--- config.mk ---
export PLATFORM = sky130hd
export DESIGN_NAME = instr_fetch_queue
export DESIGN_NICKNAME = d
export VERILOG_FILES = /design/src/rtl/instr_fetch_queue.sv
export SDC_FILE = /design/constraint.sdc
export NUM_CORES = 1
export LEC_CHECK = 0
export CORE_MARGIN = 2
export CORE_UTILIZATION = 44
export CTS_CLUSTER_DIAMETER = 30
export CTS_CLUSTER_SIZE = 16
export DETAILED_ROUTE_END_ITERATION = 8
export MAX_ROUTING_LAYER = met4
export PLACE_DENSITY_LB_ADDON = 0.08
export SLEW_MARGIN = 20
export SYNTH_ARGS = -nofsm -noshare
export SYNTH_HDL_FRONTEND = slang
export SYNTH_SLANG_ARGS = --single-unit
export TNS_END_PERCENT = 5
--- constraint.sdc ---
create_clock -name i_clk -period 9.3 [get_ports i_clk]
set_clock_uncertainty 0.1 [all_clocks]
set_input_delay 0.93 -clock i_clk [delete_from_list [all_inputs] [get_ports i_clk]]
set_output_delay 0.93 -clock i_clk [all_outputs]
set_load 0.01 [all_outputs]
--- src/rtl/instr_fetch_queue.sv ---
// Instruction fetch queue: circular buffer between fetch and decode with
// show-ahead head outputs, flush priority and a NOP bubble when empty.
module instr_fetch_queue #(
  parameter int ADDR_WIDTH  = 64,
  parameter int INSTR_WIDTH = 32,
  parameter int DEPTH       = 4
) (
  input  logic                       i_clk,
  input  logic                       i_arst,
  input  logic                       i_fetch_valid,
  output logic                       o_fetch_ready,
  input  logic [INSTR_WIDTH-1:0]     i_fetch_instr,
  input  logic [ADDR_WIDTH-1:0]      i_fetch_pc,
  input  logic [ADDR_WIDTH-1:0]      i_fetch_pc_target_pred,
  input  logic [1:0]                 i_fetch_btb_way,
  input  logic                       i_fetch_branch_pred_taken,
  input  logic                       i_flush,
  input  logic                       i_dec_ready,
  output logic                       o_dec_valid,
  output logic [INSTR_WIDTH-1:0]     o_instruction,
  output logic [ADDR_WIDTH-1:0]      o_pc,
  output logic [ADDR_WIDTH-1:0]      o_pc_plus4,
  output logic [ADDR_WIDTH-1:0]      o_pc_target_pred,
  output logic [1:0]                 o_btb_way,
  output logic                       o_branch_pred_taken,
  output logic [$clog2(DEPTH):0]     o_count
);

  localparam int PTR_W = $clog2(DEPTH);
  localparam int CNT_W = PTR_W + 1;
  localparam logic [INSTR_WIDTH-1:0] NOP = INSTR_WIDTH'(32'h0000_0013);

  typedef struct packed {
    logic [INSTR_WIDTH-1:0] instr;
    logic [ADDR_WIDTH-1:0]  pc;
    logic [ADDR_WIDTH-1:0]  pc_plus4;
    logic [ADDR_WIDTH-1:0]  target_pred;
    logic [1:0]             btb_way;
    logic                   taken;
  } entry_t;

  entry_t           mem [DEPTH];
  entry_t           head;
  logic [PTR_W-1:0] wr_ptr;
  logic [PTR_W-1:0] rd_ptr;
  logic [CNT_W-1:0] count;
  logic             push;
  logic             pop;

  // Ready depends only on registered occupancy, never on a same-cycle pop.
  assign o_fetch_ready = (count != CNT_W'(DEPTH));
  assign o_dec_valid   = (count != '0);
  assign o_count       = count;

  assign push = i_fetch_valid & o_fetch_ready & ~i_flush;
  assign pop  = o_dec_valid & i_dec_ready & ~i_flush;

  // DEPTH is a power of two, so pointer overflow is the wrap to 0.
  always_ff @(posedge i_clk or negedge i_arst) begin
    if (!i_arst) begin
      wr_ptr <= '0;
      rd_ptr <= '0;
      count  <= '0;
    end else if (i_flush) begin
      wr_ptr <= '0;
      rd_ptr <= '0;
      count  <= '0;
    end else begin
      if (push) wr_ptr <= wr_ptr + PTR_W'(1);
      if (pop)  rd_ptr <= rd_ptr + PTR_W'(1);
      case ({push, pop})
        2'b10:   count <= count + CNT_W'(1);
        2'b01:   count <= count - CNT_W'(1);
        default: count <= count;
      endcase
    end
  end

  // NOTE: storage has no reset; validity is tracked by count alone, so stale
  // contents are never observable and the array can map onto plain flops/RAM.
  always_ff @(posedge i_clk) begin
    if (push) begin
      mem[wr_ptr] <= '{instr:       i_fetch_instr,
                       pc:          i_fetch_pc,
                       pc_plus4:    i_fetch_pc + ADDR_WIDTH'(4),
                       target_pred: i_fetch_pc_target_pred,
                       btb_way:     i_fetch_btb_way,
                       taken:       i_fetch_branch_pred_taken};
    end
  end

  assign head = mem[rd_ptr];

  // NOTE: every output gets a bubble default first so no path infers a latch.
  always_comb begin
    o_instruction       = NOP;
    o_pc                = '0;
    o_pc_plus4          = '0;
    o_pc_target_pred    = '0;
    o_btb_way           = '0;
    o_branch_pred_taken = 1'b0;
    if (o_dec_valid) begin
      o_instruction       = head.instr;
      o_pc                = head.pc;
      o_pc_plus4          = head.pc_plus4;
      o_pc_target_pred    = head.target_pred;
      o_btb_way           = head.btb_way;
      o_branch_pred_taken = head.taken;
    end
  end

endmodule
==> flow_summary_export.csv <==
group,metric,value,unit
outcome,outcome,"finished clean",
flow_run,max-cap-violations,0,
worst_setup_path,start_kind,"flop",
worst_setup_path,cp.required,8.27,ns
synth,ys_types,36,
place,dp_hpwl,46600,um
worst_setup_path,reg2reg_from,"o_count[2]$_DFFE_PN0P_",
cts,insertion_delay,0.73,ns
floorplanning,core,0.0804,sq mm
route,initialDrtViolationCount,1186,
floorplanning,dieArea,0.0834,sq mm
power_and_ir_drop,p_seq_share,33.3,%
place,gp_congestion,0.733,
global_routing,overflow,0,
timing,worst_slew_pin_slew,1.03,ns
power_and_ir_drop,cellPowerDensity,309,mW/mm^2
worst_setup_path,path_cells,"buf_12, mux4_2, and2_1, clkdlybuf4s50_1",
finish,area_delta_synth_final,32.1,%
floorplanning,io_pins,400,
cts,clk_pin_slew,0.05,ns
finish,final_cell_mix,"edfxtp_1, clkdlybuf4s50_1, mux4_2",
worst_setup_path,r2r_slack,5.93,ns
finish,fin_cells,3429,
synth,synthesis.nets,1859,
power_and_ir_drop,leakagePower,15.2,nW
route,wl,82900,um
global_routing,grtUsageTotal,20.6,%
worst_setup_path,cp.arrival,3.94,ns
timing,final-max-slew-violation-count,0,
cts,hold_buffers,0,
cts,cts_resized,0,
worst_setup_path,crit_path_end_kind,"output port",
worst_setup_path,crit_fanout,107,
synth,synthTopCellsByArea,"edfxtp_1, mux4_2, and2_1",
place,dpl.cell_count,3080,
power_and_ir_drop,pwr-share-clk,43.9,%
synth,ys_async_sr_fraction,0.772,%
global_routing,grt_pass1_wl,122000,um
place,numPortBuffers,399,
synth,synth_seq_cells,907,
cts,cts-root-buf,"clkbuf_16",
worst_setup_path,critPathSlowestCell,"dfrtp_4",
synth,yosysTopAreaCellShare,75.7,%
finish,multi_input_area,0.00813,sq mm
timing,fin_crit,4.97,ns
timing,finalSetupViolations,0,
timing,relSlewSlack,31.3,%
worst_setup_path,crit_type,"reg2out",
cts,clockBufferDepth,3,
cts,post-cts-setup-buffers,0,
power_and_ir_drop,power_switching,3.85,mW
finish,seq_area,0.0272,sq mm
worst_setup_path,reg2regPathDepth,5,
timing,setup-tns-final,0,ns
floorplanning,start_util,44.4,%
route,drc,0,
cts,cts-htree-levels,4,
timing,fmax,0.201,GHz
synth,mappedNetlistArea,0.0357,sq mm
timing,finalHoldViolCount,0,
global_routing,grt_pass1_vias,19200,
cts,clock_sinks,907,
finish,final_common_cell,"edfxtp_1",
power_and_ir_drop,power.ir.vdd_worst,269,uV
finish,finalNetCount,2378,
synth,synth_edf_count,900,
floorplanning,num_rows,104,
global_routing,antenna_found_initial,12,
route,wl_per_cell,24.2,um
synth,ys_seq_area_share,76.2,%
global_routing,grt_max_degree,131,
synth,ys.warnings.count,0,
synth,syn_inst,1685,
route,via_per_inst,5.32,
synth,synth_ff_type,"edfxtp_1",
timing,post-route-period-util,53.5,%
timing,hold_ws,0.388,ns
route,ant_nets,0,
finish,num-fill-cells,5960,
timing,rsz0062_at_grt,"no",
worst_hold_path,min_path_type,"in2async",
power_and_ir_drop,p_sw_share,26.4,%
floorplanning,die_w,289,um
cts,numCtsBuffers,182,
route,firstDrtPassIters,5,
power_and_ir_drop,internal-power,10.7,mW
floorplanning,dieHeight,289,um
cts,cts_tree,"built",
worst_setup_path,slowest_delay,1.00,ns
synth,syn_avg_cell_area,21.2,sq um
worst_setup_path,r2r_end,"mem[2][79]$_DFFE_PP_",
synth,synth_top_area_cell,"edfxtp_1",
finish,drive_gt1_share,23.4,%
power_and_ir_drop,combPwrFrac,22.9,%
route,vias,18200,
-- logic make-up after synthesis --
group	Yosys count	synth area share [%]
compound gates	5	0.0806
xor+xnor	66	1.62
fa+ha+maj	6	0.231
buf+inv	89	1.02
flops	907	76.2
mux	226	14.2
simple gates	386	6.58
-- worst max-delay path, delay by kind of cell (launching register included) --
kind | cells | cell delay [ns]
DFF | 1 | 1.00
muxes | 1 | 0.59
and+or+nand+nor | 1 | 0.17
buffers and inverters | 2 | 1.22
-- power by group through the flow --
stage	clock network, mW	logic [mW]	registers (mW)
floorplan	0	1.77	4.88
global placement	0	3.42	4.90
detailed placement	0	3.41	4.92
CTS	6.50	3.43	4.84
global route	6.71	3.57	4.86
finish	6.38	3.33	4.84
-- flip-flops by register name, summed over array words and instances, names as in the netlist --
register,flops
o_count,3
rd_ptr,2
mem,900
wr_ptr,2
-- metal layers --
layer / track usage (%) / vias up / part of all wire (%)
li1: - / 7957 / -
met1: 26.5 / 9562 / 41
met2: 32.0 / 600 / 49
met3: 6.03 / 130 / 7.4
met4: 6.25 / 0 / 1.8
met5: - / - / 0
-- cell usage after synthesis, types with 6 or more instances --
cell type and count:
nand3_1 29, buf_1 20, edfxtp_1 900, nand4_1 23, buf_2 18, mux4_2 225, nor2_1 32, xnor2_1 29
clkbuf_1 40, inv_1 8, xor2_1 37, nand2_1 27, dfrtp_1 7, and2_1 228, nor3_1 14, nor4_1 6
-- cell type report --
class                      count  area share, %
clock buffer                 205           9.87
timing repair buffer         415           8.91
multi-input combinational    689           17.2
clock inverter               132           3.30
sequential                   907           57.7
tap                         1060           2.81
antenna                       12         0.0637
inverter                       9         0.0823
-- worst max path at each step --
stage                          start                     to  slack, ns  cells after the start
2_1_floorplan                i_flush    mem[0][0]$_DFFE_PP_       2.16                      3
3_3_place_gp           i_fetch_pc[2]  mem[0][127]$_DFFE_PP_       4.93                      8
3_5_place_dp           i_fetch_pc[2]  mem[0][127]$_DFFE_PP_       4.90                      8
4_1_cts        rd_ptr[0]$_DFFE_PN0P_         o_pc_plus4[20]       4.14                      4
5_1_grt        rd_ptr[0]$_DFFE_PN0P_               o_pc[25]       3.98                      4
6_report       rd_ptr[0]$_DFFE_PN0P_               o_pc[25]       4.33                      4
-- metrics by stage --
step	instance area, sq um	power [mW]	utilization, %	worst slack, ns
2_1_floorplan	35700	6.65	-	2.16
3_3_place_gp	40900	8.32	50.9	4.93
3_5_place_dp	40900	8.33	50.9	4.90
4_1_cts	47100	14.8	58.6	4.14
5_1_grt	47100	15.1	58.6	3.98
6_report	47100	14.5	58.6	4.33
No activity file was read; power rests on OpenSTA's default activity.
